**config.mk**
```make
export PLATFORM = sky130hd
export DESIGN_NAME = queue_ctrl_flat
export DESIGN_NICKNAME = d
export VERILOG_FILES = /design/src/rtl/queue_ctrl_if.sv /design/src/rtl/queue_ctrl.sv /design/src/flat_wrapper.sv
export SDC_FILE = /design/constraint.sdc
export NUM_CORES = 1
export LEC_CHECK = 0
export CAP_MARGIN = 20
export CORE_ASPECT_RATIO = 0.8
export CORE_MARGIN = 5
export CORE_UTILIZATION = 45
export DETAILED_ROUTE_END_ITERATION = 7
export PLACE_DENSITY = 0.86
export SYNTH_ARGS = -nofsm -noshare
export SYNTH_HDL_FRONTEND = slang
export SYNTH_SLANG_ARGS = --single-unit
```
**constraint.sdc**
```tcl
create_clock -name clk -period 3.1 [get_ports clk]
set_clock_uncertainty 0.2 [all_clocks]
set_input_delay 0.465 -clock clk [delete_from_list [all_inputs] [get_ports clk]]
set_output_delay 0.465 -clock clk [all_outputs]
set_load 0.03 [all_outputs]
```
**src/rtl/queue_ctrl_if.sv**
```systemverilog
`default_nettype none
// ============================================================================
// Module  : queue_ctrl_if
// Purpose : Sensor, teller-select, ROM and status bundle for queue_ctrl.
// Revision: 1.0 - initial release
// ============================================================================
interface queue_ctrl_if #(
    parameter int CNT_W = 4,
    parameter int WT_W  = 5
);
    logic             entry_sensor;
    logic             exit_sensor;
    logic [1:0]       teller_sel;
    logic [WT_W-1:0]  wtime_in;
    logic [CNT_W-1:0] pcount;
    logic [1:0]       tcount;
    logic [WT_W-1:0]  wtime;
    logic             full;
    logic             empty;
    logic             open;
    logic             ovf;
    logic             unf;

    modport master (
        output entry_sensor, exit_sensor, teller_sel, wtime_in,
        input  pcount, tcount, wtime, full, empty, open, ovf, unf
    );

    modport slave (
        input  entry_sensor, exit_sensor, teller_sel, wtime_in,
        output pcount, tcount, wtime, full, empty, open, ovf, unf
    );
endinterface
`default_nettype wire

```
**src/rtl/queue_ctrl.sv**
```systemverilog
`default_nettype none
// ============================================================================
// Module  : queue_ctrl
// Purpose : Counts queue occupancy from photo-sensors, addresses the wait-time
//           ROM and registers its answer, status and sticky error flags.
// Revision: 1.0 - initial release
// ============================================================================
module queue_ctrl #(
    parameter int MAX_COUNT = 7,
    parameter int CNT_W     = 4,
    parameter int WT_W      = 5
) (
    input  logic         clk,
    input  logic         rst,
    queue_ctrl_if.slave  bus
);
    localparam logic [CNT_W-1:0] MAX_CNT = CNT_W'(MAX_COUNT);

    typedef enum logic [0:0] {
        ST_CLOSED = 1'b0,
        ST_OPEN   = 1'b1
    } state_t;

    state_t           state_q, state_d;
    logic             ent_s1_q, ent_s2_q, ent_s2d_q;
    logic             ent_s1_d, ent_s2_d, ent_s2d_d;
    logic             ext_s1_q, ext_s2_q, ext_s2d_q;
    logic             ext_s1_d, ext_s2_d, ext_s2d_d;
    logic [CNT_W-1:0] pcount_q, pcount_d;
    logic [1:0]       tcount_q, tcount_d;
    logic [WT_W-1:0]  wtime_q, wtime_d;
    logic             full_q, full_d;
    logic             empty_q, empty_d;
    logic             ovf_q, ovf_d;
    logic             unf_q, unf_d;
    logic             ent_evt, ext_evt;

    always_comb begin
        ent_s1_d  = bus.entry_sensor;
        ent_s2_d  = ent_s1_q;
        ent_s2d_d = ent_s2_q;
        ext_s1_d  = bus.exit_sensor;
        ext_s2_d  = ext_s1_q;
        ext_s2d_d = ext_s2_q;

        // Entries are meaningless while closed; exits still drain the queue.
        ent_evt = ent_s2_q & ~ent_s2d_q & (state_q == ST_OPEN);
        ext_evt = ext_s2_q & ~ext_s2d_q;

        state_d  = state_q;
        tcount_d = tcount_q;
        pcount_d = pcount_q;
        ovf_d    = ovf_q;
        unf_d    = unf_q;

        case (state_q)
            ST_CLOSED: begin
                tcount_d = 2'd0;
                if (bus.teller_sel != 2'd0) begin
                    state_d  = ST_OPEN;
                    tcount_d = bus.teller_sel;
                end
            end
            default: begin
                tcount_d = bus.teller_sel;
                if (bus.teller_sel == 2'd0) begin
                    state_d = ST_CLOSED;
                end
            end
        endcase

        // Simultaneous entry and exit is a net-zero move and never flags.
        if (ent_evt && !ext_evt) begin
            if (pcount_q < MAX_CNT) begin
                pcount_d = pcount_q + 1'b1;
            end else begin
                ovf_d = 1'b1;
            end
        end else if (ext_evt && !ent_evt) begin
            if (pcount_q != '0) begin
                pcount_d = pcount_q - 1'b1;
            end else begin
                unf_d = 1'b1;
            end
        end

        full_d  = (pcount_d == MAX_CNT);
        empty_d = (pcount_d == '0);

        // The ROM has no defined answer for zero tellers.
        wtime_d = (tcount_q != 2'd0) ? bus.wtime_in : '0;
    end

    always_ff @(posedge clk) begin
        if (rst) begin
            state_q   <= ST_CLOSED;
            ent_s1_q  <= 1'b0;
            ent_s2_q  <= 1'b0;
            ent_s2d_q <= 1'b0;
            ext_s1_q  <= 1'b0;
            ext_s2_q  <= 1'b0;
            ext_s2d_q <= 1'b0;
            pcount_q  <= '0;
            tcount_q  <= 2'd0;
            wtime_q   <= '0;
            full_q    <= 1'b0;
            empty_q   <= 1'b1;
            ovf_q     <= 1'b0;
            unf_q     <= 1'b0;
        end else begin
            state_q   <= state_d;
            ent_s1_q  <= ent_s1_d;
            ent_s2_q  <= ent_s2_d;
            ent_s2d_q <= ent_s2d_d;
            ext_s1_q  <= ext_s1_d;
            ext_s2_q  <= ext_s2_d;
            ext_s2d_q <= ext_s2d_d;
            pcount_q  <= pcount_d;
            tcount_q  <= tcount_d;
            wtime_q   <= wtime_d;
            full_q    <= full_d;
            empty_q   <= empty_d;
            ovf_q     <= ovf_d;
            unf_q     <= unf_d;
        end
    end

    assign bus.pcount = pcount_q;
    assign bus.tcount = tcount_q;
    assign bus.wtime  = wtime_q;
    assign bus.full   = full_q;
    assign bus.empty  = empty_q;
    assign bus.open   = (state_q == ST_OPEN);
    assign bus.ovf    = ovf_q;
    assign bus.unf    = unf_q;
endmodule
`default_nettype wire

```
**src/flat_wrapper.sv**
```systemverilog
// flat-port wrapper written by rule: the top's interface ports become plain ports
module queue_ctrl_flat 
#(
    parameter int MAX_COUNT = 7,
    parameter int CNT_W     = 4,
    parameter int WT_W      = 5
)
  (clk, rst, bus_entry_sensor, bus_exit_sensor, bus_teller_sel, bus_wtime_in, bus_pcount, bus_tcount, bus_wtime, bus_full, bus_empty, bus_open, bus_ovf, bus_unf);
  queue_ctrl_if #(.CNT_W(CNT_W), .WT_W(WT_W)) bus_i ();
  input  logic clk;
  input  logic rst;
  input wire logic [$bits(bus_i.entry_sensor)-1:0] bus_entry_sensor;
  input wire logic [$bits(bus_i.exit_sensor)-1:0] bus_exit_sensor;
  input wire logic [$bits(bus_i.teller_sel)-1:0] bus_teller_sel;
  input wire logic [$bits(bus_i.wtime_in)-1:0] bus_wtime_in;
  output wire logic [$bits(bus_i.pcount)-1:0] bus_pcount;
  output wire logic [$bits(bus_i.tcount)-1:0] bus_tcount;
  output wire logic [$bits(bus_i.wtime)-1:0] bus_wtime;
  output wire logic [$bits(bus_i.full)-1:0] bus_full;
  output wire logic [$bits(bus_i.empty)-1:0] bus_empty;
  output wire logic [$bits(bus_i.open)-1:0] bus_open;
  output wire logic [$bits(bus_i.ovf)-1:0] bus_ovf;
  output wire logic [$bits(bus_i.unf)-1:0] bus_unf;
  assign bus_i.entry_sensor = bus_entry_sensor;
  assign bus_i.exit_sensor = bus_exit_sensor;
  assign bus_i.teller_sel = bus_teller_sel;
  assign bus_i.wtime_in = bus_wtime_in;
  assign bus_pcount = bus_i.pcount;
  assign bus_tcount = bus_i.tcount;
  assign bus_wtime = bus_i.wtime;
  assign bus_full = bus_i.full;
  assign bus_empty = bus_i.empty;
  assign bus_open = bus_i.open;
  assign bus_ovf = bus_i.ovf;
  assign bus_unf = bus_i.unf;
  queue_ctrl #(.MAX_COUNT(MAX_COUNT), .CNT_W(CNT_W), .WT_W(WT_W)) u_core (.clk(clk), .rst(rst), .bus(bus_i));
endmodule
```
# Yosys cells after proc, flatten, opt, wreduce, memory -nomap -nowiden
# Cells that the tools add are included.
# word_totals
ff_bits	22
latch_bits	0
mem_bits_rw	0
mem_bits_ro	0
inputBits	11
output_inout_bits	16
elab_cells	48
n_memories	0
# op_classes
add_sub_neg	2
n_mul	0
div	0
n_lt_le_gt_ge	1
n_eq_ne	1
shifts	0
mux	9
bitwise	9
n_reduce_logical	12
# ops
cell	count
$mux 4	4
$not 1->1	6
$add 4x1->4 const B	1
$eq 4x3->1 const B	1
$logic_not 4->1	1
$lt 4x3->1 const B	1
$mux 2	2
$reduce_bool 2->1	2
$reduce_bool 4->1	1
$sub 4x1->4 const B	1
$and 1x1->1	3
$mux 1	3
$reduce_and 3->1	1
$logic_and 1x1->1	2
$logic_not 1->1	2
$logic_not 2->1	1
$reduce_and 2->1	1
$reduce_or 2->1	1

# Logic depth before layout (Yosys ltp)
# Gate-level depths: netlist of run 1.
# depth
ltp_word	8
mapped_depth	7

# Least setup slack after synthesis of run 1
# Ideal clock, no wire load.
# synth_path
path_type	register -> register
start	register u_core.pcount_q[0], in the netlist u_core.bus.pcount[0]
end	register u_core.full_q, in the netlist u_core.bus.full
setup_ns	0.117
t_arrival_ns	1.579
t_required_ns	2.783
setup_slack_ns	1.204
stages_incl_launch_ff	8
path_buffers	0
path_cell_list	dfxtp_1 inv_1 ha_1 inv_2 o311ai_2 o21a_1 mux2i_2 and4bb_1
# synth_via
elab_chain_cells	5
elab_cells_between_ends	9
# synth_rtl
item	line	rtl
from (decl)	queue_ctrl.sv:29	logic [CNT_W-1:0] pcount_q, pcount_d;
from (signal assigned)	queue_ctrl.sv:118	pcount_q <= pcount_d;
$sub 4x1->4 / $reduce_bool 4->1 (equally long branches)	queue_ctrl.sv:81, queue_ctrl.sv:80	
$mux 4	queue_ctrl.sv:80	if (pcount_q != '0) begin
$mux 4	queue_ctrl.sv:79	end else if (ext_evt && !ent_evt) begin
$mux 4 *	queue_ctrl.sv:73	if (ent_evt && !ext_evt) begin
$eq 4x3->1 *	queue_ctrl.sv:87	full_d = (pcount_d == MAX_CNT);
to (signal assigned)	queue_ctrl.sv:121	full_q <= full_d;
to (decl)	queue_ctrl.sv:32	logic full_q, full_d;
# Every way passes the cells marked *; elsewhere a longest branch is shown, timed or not.
# A chain may end at the register's enable or synchronous reset.

# Worst setup path in the final report of run 1
# layout_path
start	register u_core.pcount_q[2], in the netlist u_core.bus.pcount[2]
end	output bus_pcount[2]
# layout_lines
item	line	rtl
to (decl)	flat_wrapper.sv:16	output wire logic [$bits(bus_i.pcount)-1:0] bus_pcount;
# No word-level cell between the ends.

==> results of run 1 <==
-- state kept, by name, summed over array words and instances, names as in the netlist --
signal,flops
u_core.bus.open,1
u_core.bus.empty,1
u_core.ent_s2_q,1
u_core.ext_s2d_q,1
u_core.bus.unf,1
u_core.bus.wtime,5
u_core.ext_s2_q,1
u_core.bus.pcount,4
u_core.ent_s1_q,1
u_core.bus.ovf,1
u_core.bus.tcount,2
u_core.ext_s1_q,1
u_core.ent_s2d_q,1
u_core.bus.full,1
-- through the flow --
stage,hold WS (ns),area [µm²]
after detailed placement,0.227,1110
after global routing,0.277,1130
after global placement,0.220,1110
after floorplan,0.214,825
after CTS,0.252,1130
final,0.246,1130
-- routing by layer --
metal / wire, µm / vias up
met2: 683 / 28
met1: 695 / 289
li1: - / 329
met3: 179 / 5
met5: 0 / -
met4: 28 / 0
-- synth_stat cells (2+ instances only) --
cell     instances
nand2_1          2
and2_1           5
nor2_1           8
inv_1            4
a21oi_1          2
a31oi_1          2
dfxtp_1         22
nor2b_1          9
ha_1             2
nand4_1          2
-- logic make-up (layout without fill, tap and decap cells) --
kind of cell	Yosys count	in the layout	share of synthesized area, %
simple gates	37	37	27.6
flops	22	22	53.4
compound gates	11	11	10.5
buf+inv	6	34	2.73
fa+ha+maj	2	2	3.03
xor+xnor	1	1	1.06
mux	1	1	1.67
-- worst paths after layout --
kind | to | slack (ns) | cells past startpoint
worst max-delay path | bus_pcount[2] | 0.94 | 1
worst min-delay path | u_core.ent_s2_q | 0.25 | 1
worst max register to register | u_core.bus.full | 1.17 | 7
worst min register to register | u_core.ent_s2_q | 0.25 | 1
-- power groups by stage --
stage | clock network (mW) | registers [mW] | logic [mW]
2_1_floorplan | 0 | 0.321 | 0.0219
3_3_place_gp | 0 | 0.305 | 0.0695
6_report | 0.120 | 0.300 | 0.0700
4_1_cts | 0.124 | 0.300 | 0.0709
5_1_grt | 0.142 | 0.301 | 0.0752
3_5_place_dp | 0 | 0.306 | 0.0707
-- layout make-up --
| class | count | area share, % |
|---|---|---|
| Clock buffer | 3 | 1.99 |
| Inverter | 5 | 1.66 |
| Multi-Input combinational cell | 52 | 32.0 |
| Sequential cell | 22 | 38.9 |
| Tap cell | 22 | 2.43 |
| Timing Repair Buffer | 26 | 23.0 |
==> reports/results.tsv, run 1 <==
metric	value	unit
die_area	0.00279	mm²
p_total	0.490	mW
p_int	0.374	mW
postCtsResizedCells	0	
clock_path_buffers	2	
swShare	23.6	%
clkPwrFrac	24.5	%
synth_cells	80	
period_share	69.8	%
avgSynthCellArea	10.3	µm²
portBuffers	26	
met1_usage	14.2	%
crit_buf_inv	1	
grt_most_used_layer	met2	
max_slew_margin	63.9	%
yosysTopAreaCell	dfxtp_1	
max_freq	462	MHz
drive_gt1_share	10.2	%
start_kind	register	
overflow	0	
grt_pass1_wl	2650	µm
reg2reg_from	u_core.bus.pcount[0]	
io_pins	27	
criticalPathCategory	reg -> out	
clk_latency	0.29	ns
place_congestion	0.736	
crit_chain	clkdlybuf4s50_1	
slowest_stage	clkdlybuf4s50_1	
drtIter0Drc	5	
setup_viol_count_final	0	
dp_slack	1.06	ns
critPathRequiredTime	2.43	ns
cts_setup_buffers	0	
rows	13	
min-delay-start	u_core.ent_s1_q	
worstMarginPinSlew	0.540	ns
seq_power_share	61.2	%
viasPerCell	5.01	
ant_nets	0	
cp.arrival	1.50	ns
ys_seq_area_share	53.4	%
grt_max_degree	17	
h-tree-depth	1	
cp-startpoint	u_core.bus.pcount[2]	
mostFrequentLayoutCell	clkdlybuf4s50_1	
clk_pin_slew	0.10	ns
die_width	57.9	µm
cp-end-kind	output port	
period_minus_slack	2.16	ns
p_switching	0.116	mW
crit_family	buffers and inverters	
routed_wl	1590	µm
cts_tree	built	
nFillCells	139	
cts-root-buf	clkbuf_4	
synth_edf_count	0	
min_path_type	reg -> reg	
grt.total_usage	13.2	%
place_hpwl	1280	µm
dp_cells	127	
setup_ws	0.936	ns
vdd_drop_max	0.000355	V
syn2layout_area_growth	37.2	%
antenna_found_initial	0	
hold_buffers	0	
grt_setup_unrepaired	no	
synthTopCellsByArea	dfxtp_1, nor2b_1, and2_1	
ys_warn_count	0	
initial_core_util	49.2	%
ys_seq_elements	22	
nets	123	
yosysTopAreaCellShare	53.4	%
combinationalPowerShare	14.3	%
stdcell_count	130	
fin_util	67.5	%
core-area	0.00168	mm²
cts_buffers	3	
setup-tns-final	0	ns
grt_pass1_vias	650	
crit_fanout	7	
syn_nets	93	
met3_usage	5.29	%
first_pass_iters	4	
vias	651	
synthFlopType	dfxtp_1	
async_flop_share	0	%
cpPeakStageDelay	0.72	ns
grt_util_met2	23.4	%
diodes	0	
synthDistinctLibCells	32	
dieHeight	48.3	µm
multi_input_area	362	µm²
layout_common_cells	clkdlybuf4s50_1, dfxtp_1, nor2b_1	
final-seq-area	440	µm²
route.detailed.drc	0	
synth_area	825	µm²
wire_per_inst	12.2	µm
slew_violations	0	
power_leakage	0.442	nW
hold_viol_final	0	
cap_violations	0	
powerDensity	433	mW/mm²
run_status	finished clean	
clock-sinks	22	
Note: power is estimated with default switching activity, not from simulation.
==> run 2, diff against run 1 <==
--- a/config.mk
+++ b/config.mk
@@ -8,9 +8,9 @@
 export CAP_MARGIN = 20
 export CORE_ASPECT_RATIO = 0.8
 export CORE_MARGIN = 5
-export CORE_UTILIZATION = 45
+export CORE_UTILIZATION = 43
 export DETAILED_ROUTE_END_ITERATION = 7
-export PLACE_DENSITY = 0.86
+export PLACE_DENSITY = 0.83
 export SYNTH_ARGS = -nofsm -noshare
 export SYNTH_HDL_FRONTEND = slang
 export SYNTH_SLANG_ARGS = --single-unit
==> constraint.sdc (replaced) <==
create_clock -name clk -period 2.21 [get_ports clk]
set_clock_uncertainty 0.2 [all_clocks]
set_input_delay 0.3315 -clock clk [delete_from_list [all_inputs] [get_ports clk]]
set_output_delay 0.3315 -clock clk [all_outputs]
set_load 0.03 [all_outputs]
==> run 2 against run 1 <==
Final cell count rose by 3.1%; setup slack got worse by 0.80 ns; hold slack improved by 0.0060 ns; register-to-register slack got worse by 0.96 ns; critical path depth did not move; flip-flop and latch count did not move; utilization fell by 5.3 points; non-clock buffer count rose by 1; highest routed layer unchanged.
==> reports/results.tsv, run 2 (same netlist as run 1, synthesis figures left out) <==
metric	value	unit	change
run_status	finished clean		unchanged
dp_slack	0.301	ns	was 1.06 ns
period_minus_slack	2.07	ns	
drive_gt1_share	11.8	%	was 10.2%
crit_fanout	7		unchanged
postCtsResizedCells	0		unchanged
worstMarginPinSlew	0.337	ns	was 0.540 ns
clk_pin_slew	0.12	ns	was 0.10 ns
largest_reg_flops	5		unchanged
initial_core_util	44.4	%	was 49.2%
min_path_type	reg -> reg		unchanged
clock-sinks	22		unchanged
routed_wl	1630	µm	was 1590 µm
h-tree-depth	1		unchanged
drtIter0Drc	12		was 5
dieHeight	49.2	µm	was 48.3 µm
nets	124		was 123
cp-startpoint	u_core.bus.pcount[2]		unchanged
setup_ws	0.140	ns	was 0.936 ns
place_congestion	0.830		was 0.736
cts_setup_buffers	0		unchanged
setup-tns-final	0	ns	unchanged
max_freq	483	MHz	
slew_violations	0		unchanged
hold_buffers	0		unchanged
portBuffers	26		unchanged
power_leakage	0.454	nW	was 0.442 nW
cap_violations	0		unchanged
place_area	0.00112	mm²	was 0.00111 mm²
crit_chain	clkdlybuf4s50_1		unchanged
critPathRequiredTime	1.68	ns	was 2.43 ns
cp-end-kind	output port		unchanged
overflow	0		unchanged
core-area	0.00186	mm²	was 0.00168 mm²
slowest_stage	clkdlybuf4s50_1		unchanged
rows	14		was 13
setup_viol_count_final	0		unchanged
mostFrequentLayoutCell	clkdlybuf4s50_1		unchanged
die_area	0.00290	mm²	was 0.00279 mm²
grt_setup_unrepaired	no		unchanged
clock_path_buffers	2		unchanged
layout_common_cells	clkdlybuf4s50_1, dfxtp_1, nor2b_1		unchanged
cts_tree	built		unchanged
wire_per_inst	12.2	µm	about the same
min-delay-start	u_core.ext_s1_q		was u_core.ent_s1_q
cpPeakStageDelay	0.73	ns	was 0.72 ns
io_pins	27		unchanged
antenna_found_initial	0		unchanged
timing.hold.ws	0.252	ns	was 0.246 ns
diodes	0		unchanged
grt_pass1_wl	2680	µm	was 2650 µm
max_slew_margin	77.5	%	was 63.9%
crit_buf_inv	1		unchanged
period_share	93.7	%	
p_total	0.735	mW	was 0.490 mW
start_kind	register		unchanged
route.detailed.drc	0		unchanged
grt_max_degree	13		was 17
powerDensity	636	mW/mm²	was 433 mW/mm²
hold_viol_final	0		unchanged
cp.arrival	1.54	ns	was 1.50 ns
viasPerCell	4.95		was 5.01
finalInstanceArea	0.00115	mm²	was 0.00113 mm²
grt.total_usage	12.0	%	was 13.2%
die_width	59.0	µm	was 57.9 µm
criticalPathCategory	reg -> out		unchanged
vdd_drop_max	0.000427	V	was 0.000355 V
clk_latency	0.30	ns	was 0.29 ns
crit_family	buffers and inverters		unchanged
grt_pass1_vias	622		was 650
syn2layout_area_growth	40.1	%	was 37.2%
vias	663		was 651
cts_buffers	3		unchanged
place_hpwl	1290	µm	was 1280 µm
ant_nets	0		unchanged
reg2reg_from	u_core.bus.pcount[0]		unchanged
cts-root-buf	clkbuf_4		unchanged
first_pass_iters	4		unchanged
==> run 2: per-stage QoR <==
stage	std cells	util [%]
after floorplan	80	-
after global placement	130	60.2
after detailed placement	130	60.2
after CTS	134	62.2
after global routing	134	62.2
final	134	62.2
==> run 2: final timing paths <==
| check | end | cells past startpoint | slack, ns |
|---|---|---|---|
| min | u_core.ext_s2_q | 1 | 0.25 |
| max | bus_pcount[2] | 1 | 0.14 |
| min reg2reg | u_core.ext_s2_q | 1 | 0.25 |
| max reg2reg | u_core.bus.full | 7 | 0.21 |
==> run 2: metal layers <==
layer	global-route usage (%)	up-vias	part of all wire [%]
li1	-	331	-
met1	12.1	304	40
met2	20.0	26	47
met3	7.67	2	13
met4	3.40	0	0.86
met5	0	-	0
==> run 2: cell type report <==
cell class	instances	area (µm²)
Fill cell	172	702
Sequential cell	22	440
Multi-Input combinational cell	52	362
Timing Repair Buffer	27	268
Clock buffer	4	36.3
Tap cell	24	30.0
Inverter	5	18.8
==> run 2: where the power goes <==
part | switching (mW) | internal [mW] | total (mW)
Sequential | 0.00752 | 0.412 | 0.420
Clock | 0.115 | 0.100 | 0.215
Combinational | 0.0498 | 0.0506 | 0.100
==> run 3, diff against run 2 <==
--- a/config.mk
+++ b/config.mk
@@ -10,7 +10,8 @@
 export CORE_MARGIN = 5
 export CORE_UTILIZATION = 43
 export DETAILED_ROUTE_END_ITERATION = 7
-export PLACE_DENSITY = 0.83
+export GPL_TIMING_DRIVEN = 0
+export PLACE_DENSITY = 0.76
 export SYNTH_ARGS = -nofsm -noshare
 export SYNTH_HDL_FRONTEND = slang
 export SYNTH_SLANG_ARGS = --single-unit
==> constraint.sdc (replaced) <==
create_clock -name clk -period 2.1 [get_ports clk]
set_clock_uncertainty 0.2 [all_clocks]
set_input_delay 0.315 -clock clk [delete_from_list [all_inputs] [get_ports clk]]
set_output_delay 0.315 -clock clk [all_outputs]
set_load 0.03 [all_outputs]
==> run 3 against run 2 <==
First-iteration DRC count down 50%; critical endpoint unchanged; flip-flop and latch count stayed put; utilization increased by 0.20 points; wire length decreased by 6.4%; combinational power up 5%; power increased by 4.3%; sequential power grew 5.0%; setup slack got worse by 0.041 ns; hold slack worse by 0.0033 ns; die area stayed put; count of clock-buffer cells in the layout did not move; largest cell class unchanged; global-route usage about the same.
==> reports/results.tsv, run 3 (same netlist as run 1, synthesis figures left out) <==
metric	value	unit	change
final-seq-area	440	µm²	unchanged
max_freq	500	MHz	
max_slew_margin	71.0	%	was 77.5%
h-tree-depth	1		unchanged
initial_core_util	44.4	%	unchanged
start_kind	register		unchanged
cap_violations	0		unchanged
grt.total_usage	12.0	%	about the same
dieHeight	49.2	µm	unchanged
antenna_found_initial	0		unchanged
slew_violations	0		unchanged
wire_per_inst	11.4	µm	was 12.2 µm
criticalPathCategory	reg -> out		unchanged
hold_viol_final	0		unchanged
clock-sinks	22		unchanged
cts-root-buf	clkbuf_4		unchanged
place_hpwl	1250	µm	was 1290 µm
cpPeakStageDelay	0.72	ns	was 0.73 ns
clk_latency	0.29	ns	was 0.30 ns
portBuffers	26		unchanged
io_pins	27		unchanged
largest_reg_flops	5		unchanged
nets	124		unchanged
drive_gt1_share	11.8	%	unchanged
r2r_slack	0.17	ns	was 0.21 ns
setup_viol_count_final	0		unchanged
crit_fanout	7		unchanged
place_congestion	0.778		was 0.830
p_total	0.766	mW	was 0.735 mW
cts_tree	built		unchanged
vias	648		was 663
rr_worst_depth	7		unchanged
reg2reg_from	u_core.bus.pcount[0]		unchanged
drtIter0Drc	6		was 12
r2r-end	u_core.bus.full		unchanged
crit_family	buffers and inverters		unchanged
layout_common_cells	clkdlybuf4s50_1, dfxtp_1, nor2b_1		unchanged
critPathRequiredTime	1.58	ns	was 1.68 ns
mostFrequentLayoutCell	clkdlybuf4s50_1		unchanged
clock_path_buffers	2		unchanged
setup_ws	0.0985	ns	was 0.140 ns
run_status	finished clean		unchanged
slowest_stage	clkdlybuf4s50_1		unchanged
viasPerCell	4.84		was 4.95
overflow	0		unchanged
min_path_type	reg -> reg		unchanged
cts_buffers	3		unchanged
holdPathStages	1		unchanged
core-area	0.00186	mm²	unchanged
crit_chain	clkdlybuf4s50_1		unchanged
cp-end-kind	output port		unchanged
cts_setup_buffers	0		unchanged
worstMarginPinSlew	0.435	ns	was 0.337 ns
clk_pin_slew	0.11	ns	was 0.12 ns
vdd_drop_max	0.000486	V	was 0.000427 V
multi_input_area	369	µm²	was 362 µm²
route.detailed.drc	0		unchanged
first_pass_iters	4		unchanged
die_area	0.00290	mm²	unchanged
crit_buf_inv	1		unchanged
period_minus_slack	2.00	ns	
diodes	0		unchanged
syn2layout_area_growth	40.5	%	was 40.1%
routed_wl	1530	µm	was 1630 µm
grt_max_degree	13		unchanged
dp_slack	0.175	ns	was 0.301 ns
timing.hold.ws	0.249	ns	was 0.252 ns
period_share	95.3	%	
worst-path-stages	1		unchanged
setup-tns-final	0	ns	unchanged
cp.arrival	1.49	ns	was 1.54 ns
ant_nets	0		unchanged
nFillCells	164		was 172
min-delay-start	u_core.ext_s1_q		unchanged
hold_end	u_core.ext_s2_q		unchanged
powerDensity	662	mW/mm²	was 636 mW/mm²
power_leakage	0.452	nW	was 0.454 nW
grt_setup_unrepaired	yes		was no
grt_pass1_vias	671		was 622
die_width	59.0	µm	unchanged
rows	14		unchanged
grt_pass1_wl	2670	µm	was 2680 µm
run 3: final cells by class:
| class | instances | area share [%] |
|---|---|---|
| well taps | 24 | 2.59 |
| repair buffers | 26 | 22.5 |
| plain buffers | 1 | 0.324 |
| inverters | 5 | 1.62 |
| multi-input cells | 52 | 31.9 |
| flip-flops and latches | 22 | 38.0 |
| clock buffers | 4 | 3.13 |
run 3: through the flow:
stage,util (%),std cells,instance area (µm²)
CTS,62.0,134,1150
floorplan,-,80,825
global placement,60.0,130,1110
finish,62.4,134,1160
global route,62.4,134,1160
detailed placement,60.0,130,1110
run 3: power breakdown:
| group | total (mW) | internal [mW] | switching [mW] |
|---|---|---|---|
| logic | 0.105 | 0.0533 | 0.0521 |
| registers | 0.441 | 0.434 | 0.00788 |
| clock network | 0.220 | 0.106 | 0.114 |
run 3: how the worst max path moves through the flow:
stage                               startpoint         endpoint  slack [ns]
after CTS                 u_core.bus.pcount[2]    bus_pcount[2]        0.07
after detailed placement  u_core.bus.pcount[0]  u_core.bus.full        0.18
after floorplan           u_core.bus.pcount[0]  u_core.bus.full        0.20
after global routing      u_core.bus.pcount[0]  u_core.bus.full      -0.007
after global placement    u_core.bus.pcount[0]  u_core.bus.full        0.21
final                     u_core.bus.pcount[2]    bus_pcount[2]         0.1
run 3: per-layer routing:
metal	track usage, %	vias to the layer above	wire length, µm
met2	19.5	29	670
met5	0	-	0
met3	5.82	0	201
met4	4.53	0	0
li1	-	329	-
met1	13.3	290	655
run 3: what timing repair did:
action / 4_1_cts / 5_1_grt
endpoints found under the setup margin: 0 / 1
endpoints found under the hold margin: 0 / 0
hold buffers: 0 / 0
gates resized for setup: 0 / 1
